[src/rtl/pipe_stage_skid.sv]
// Two-entry skid-buffer pipeline register with valid/ready handshake,
// synchronous flush and a saturating back-pressure cycle counter.
module pipe_stage_skid #(
    parameter int PAYLOAD_W = 69,
    parameter int CNT_W     = 16
) (
    input  logic                 clk,
    input  logic                 rst_n,
    input  logic                 flush,
    input  logic                 in_valid,
    output logic                 in_ready,
    input  logic [PAYLOAD_W-1:0] in_data,
    output logic                 out_valid,
    input  logic                 out_ready,
    output logic [PAYLOAD_W-1:0] out_data,
    output logic [1:0]           occupancy,
    output logic [CNT_W-1:0]     stall_cnt,
    input  logic                 clr_cnt
);

    typedef enum logic [1:0] {
        EMPTY = 2'd0,
        BUSY  = 2'd1,
        FULL  = 2'd2
    } state_e;

    state_e               state_q, state_d;
    logic [PAYLOAD_W-1:0] main_q, main_d;
    logic [PAYLOAD_W-1:0] skid_q, skid_d;
    logic [CNT_W-1:0]     cnt_q, cnt_d;
    logic                 in_fire;
    logic                 out_fire;

    // Ready comes straight from state, never from out_ready.
    assign in_ready  = (state_q != FULL) & ~flush;
    assign out_valid = (state_q != EMPTY);
    assign out_data  = main_q;
    assign occupancy = state_q;
    assign stall_cnt = cnt_q;

    assign in_fire  = in_valid & in_ready;
    assign out_fire = out_valid & out_ready;

    always_comb begin
        state_d = state_q;
        main_d  = main_q;
        skid_d  = skid_q;
        unique case (state_q)
            EMPTY: begin
                if (in_fire) begin
                    state_d = BUSY;
                    main_d  = in_data;
                end
            end
            BUSY: begin
                if (in_fire && out_fire) begin
                    main_d = in_data;
                end else if (in_fire) begin
                    state_d = FULL;
                    skid_d  = in_data;
                end else if (out_fire) begin
                    state_d = EMPTY;
                end
            end
            FULL: begin
                if (out_fire) begin
                    state_d = BUSY;
                    main_d  = skid_q;
                end
            end
            default: state_d = EMPTY;
        endcase
        // Stale data may remain; out_valid=0 hides it.
        if (flush) begin
            state_d = EMPTY;
        end
    end

    always_comb begin
        cnt_d = cnt_q;
        if (clr_cnt) begin
            cnt_d = '0;
        end else if (out_valid && !out_ready && (cnt_q != '1)) begin
            cnt_d = cnt_q + {{(CNT_W-1){1'b0}}, 1'b1};
        end
    end

    always_ff @(posedge clk or negedge rst_n) begin
        if (!rst_n) begin
            state_q <= EMPTY;
            main_q  <= '0;
            skid_q  <= '0;
            cnt_q   <= '0;
        end else begin
            state_q <= state_d;
            main_q  <= main_d;
            skid_q  <= skid_d;
            cnt_q   <= cnt_d;
        end
    end

endmodule
[config.mk]
export PLATFORM = sky130hd
export DESIGN_NAME = pipe_stage_skid
export DESIGN_NICKNAME = d
export VERILOG_FILES = /design/src/rtl/pipe_stage_skid.sv
export SDC_FILE = /design/constraint.sdc
export NUM_CORES = 1
export LEC_CHECK = 0
export ABC_AREA = 1
export CORE_MARGIN = 2
export CORE_UTILIZATION = 55
export CTS_BUF_LIST = sky130_fd_sc_hd__clkbuf_8
export DETAILED_ROUTE_END_ITERATION = 10
export GPL_TIMING_DRIVEN = 0
export PLACE_DENSITY_LB_ADDON = 0.3
export SYNTH_ARGS = -nofsm -noshare
export SYNTH_HDL_FRONTEND = slang
export SYNTH_SLANG_ARGS = --single-unit
[constraint.sdc]
create_clock -name clk -period 4.15 [get_ports clk]
set_input_delay 0.83 -clock clk [delete_from_list [all_inputs] [get_ports clk]]
set_output_delay 0.83 -clock clk [all_outputs]
set_load 0.02 [all_outputs]
==> results.yml <==
outcome:
  status: "completed"
pwr:
  peakVddDrop_mv: 0.4117
  power_mw: 4.685
  p_leak_nw: 4.352
  p_per_area_nw_per_um2: 512.1
sta:
  setup_viol: 0
  fin_crit_sh_pct: 78.88
  fin_skew_ns: 0.006680
  whs_ns: 0.3497
  rsz0062_at_grt: "false"
  maxSlewViolCount: 0
  worstMarginPinSlew_ns: 0.5783
  min_period_ns: 3.274
  finalHoldViolCount: 0
  relSlewSlack_pct: 61.45
  max_freq_mhz: 305.5
yosys:
  netlist_top_cells_area: "dfrtp_1 (57%), nand2_1 (22%), a31oi_1 (6.3%)"
  synth_top_cell_by_area: "dfrtp_1"
  synth_cell_types: 25
  synth_ff_type: "dfrtp_1"
  yosysTopAreaCellShare_pct: 57.04
  avgSynthCellArea_um2: 8.148
  syn_nets: 916
  synth_warnings: 0
  synth.most_common_cell: "nand2_1"
  synthCells: 840
  ys_seq_area_share_pct: 57.04
  synth_seq_cells: 156
  yosys-top-cells-count: "nand2_1 (406), dfrtp_1 (156), nor2_1 (93)"
  synth_area_um2: 6844
  synth-edff-count: 0
  async_flop_share_pct: 100.0
finish:
  final-instance-count-excl-fill: 1204
  post-route-util_pct: 75.84
  multi_input_area_um2: 2640
  fillers: 871
  num_antenna_cells: 0
  syn_to_final_growth_pct: 33.66
  fin_area_um2: 9148
  regArea_um2: 3904
  drive_gt1_share_pct: 7.336
  fin_nets: 1099
floorplan:
  coreArea_um2: 12060
  start_util_pct: 56.74
  num_rows: 40
  fp.dieW_um: 115.6
  die_y_um: 115.6
  dieArea_um2: 13350
  ioPinCount: 164
global_route:
  overflow: 0
  antenna_found_initial: 0
  grt_max_degree: 97
  track_usage_pct: 27.88
  grt_pass1_wl_um: 29090
  grt_pass1_vias: 6056
setup_path:
  startpoint_type: "register"
  cp.arrival_ns: 2.44
  r2r_cells: 6
  path_max_fanout: 10
  endpoint_kind: "output pin"
  path_class: "register to output pin"
  crit_required_ns: 3.32
clock_tree:
  clkTransAtPathRegs_ns: 0.08
  clock_latency_ns: 0.45
  cts_buffers: 17
  clockRootBuffer: "clkbuf_8"
  holdBufCountCts: 0
  cts.sinks: 156
  cts_resized: 0
  clockBufferDepth: 2
  htreeDepth: 4
  cts_setup_buffers: 0
  cts_tree: "yes"
placement:
  dpl_cell_area_um2: 8715
  io_buffer_count: 163
  placed_cells: 1172
  dpl.hpwl_um: 12060
  place_congestion: 0.8460
job:
  drv_cap: 0
route:
  drc: 0
  dr_total_vias: 6305
  ant_nets: 0
  firstDrtPassIters: 5
  drt_iter0_markers: 602
  wl_per_cell_um: 14.82
  vias_per_cell: 5.237
  wl_um: 17840
worst_hold_path:
  hp-class: "primary input to asynchronous set/reset pin"
[cell type report]
cell class,instances,area share [%]
Multi-Input combinational cell,619,28.86
Buffer,46,2.503
Clock buffer,19,2.859
Inverter,19,0.7796
Timing Repair Buffer,164,18.15
Clock inverter,13,1.874
Sequential cell,156,42.68
Tap cell,168,2.298
[sequential cells by signal, indices dropped and copies added, names as in the netlist]
signal,cells
occupancy,2
skid_q,69
stall_cnt,16
out_data,69
[critical path: stages, from the launching register on]
cell	delay, ns
dfrtp_1	0.44
inv_2	0.11
nand2_2	0.18
inv_2	0.24
clkbuf_1	0.39
nor2_1	0.08
clkdlybuf4s50_1	0.55
[per-layer routing]
layer | global-route usage (%) | up-vias | part of all wire [%]
met5 | 0 | - | 0
met4 | 10.76 | 0 | 2.4
met3 | 5.962 | 35 | 6.4
met2 | 44.72 | 249 | 48
met1 | 37.54 | 2972 | 43
li1 | - | 3049 | -
[path summary, 6_finish.rpt]
path,startpoint,endpoint,slack [ns]
worst max register to register,occupancy[0],out_data[38],2.32
worst min register to register,skid_q[35],skid_q[35],0.48
min in group clk,skid_q[35],skid_q[35],0.48
worst min-delay path,rst_n,stall_cnt[2],0.35
max in group asynchronous,rst_n,out_data[40],2.95
worst max-delay path,occupancy[0],in_ready,0.88
[metrics by stage]
step                setup WS, ns  setup TNS [ns]
floorplan                  2.042               0
global placement          -4.044         -628.86
detailed placement         1.253               0
CTS                       0.8733               0
global route              0.7660               0
finish                    0.8764               0
[cell usage in the layout, fill, tap and decap left out, types with 10 or more instances in the layout]
master           count
dfrtp_1            156
clkbuf_8            19
clkbuf_1            19
nand3_1             10
nand4_1             15
a31oi_1             69
nor2_1              93
clkdlybuf4s50_1    162
buf_2               18
inv_1               16
nand2_1            406
[cells by family (layout without fill, tap and decap cells)]
logic type | after synthesis | in the layout | share of synthesized area (%)
flops | 156 | 156 | 57.04
buf+inv | 65 | 261 | 4.388
simple gates | 540 | 540 | 31.13
fa+ha+maj | 1 | 1 | 0.1828
compound gates | 75 | 75 | 6.874
xor+xnor | 3 | 3 | 0.3840
[power breakdown]
group | leakage [nW] | internal [mW] | total (mW) | switching (mW)
clock | 0.225 | 0.680 | 1.24 | 0.560
combinational | 2.25 | 0.597 | 1.28 | 0.687
sequential | 1.88 | 1.93 | 2.16 | 0.232
Power figures use the tool's default switching activity.
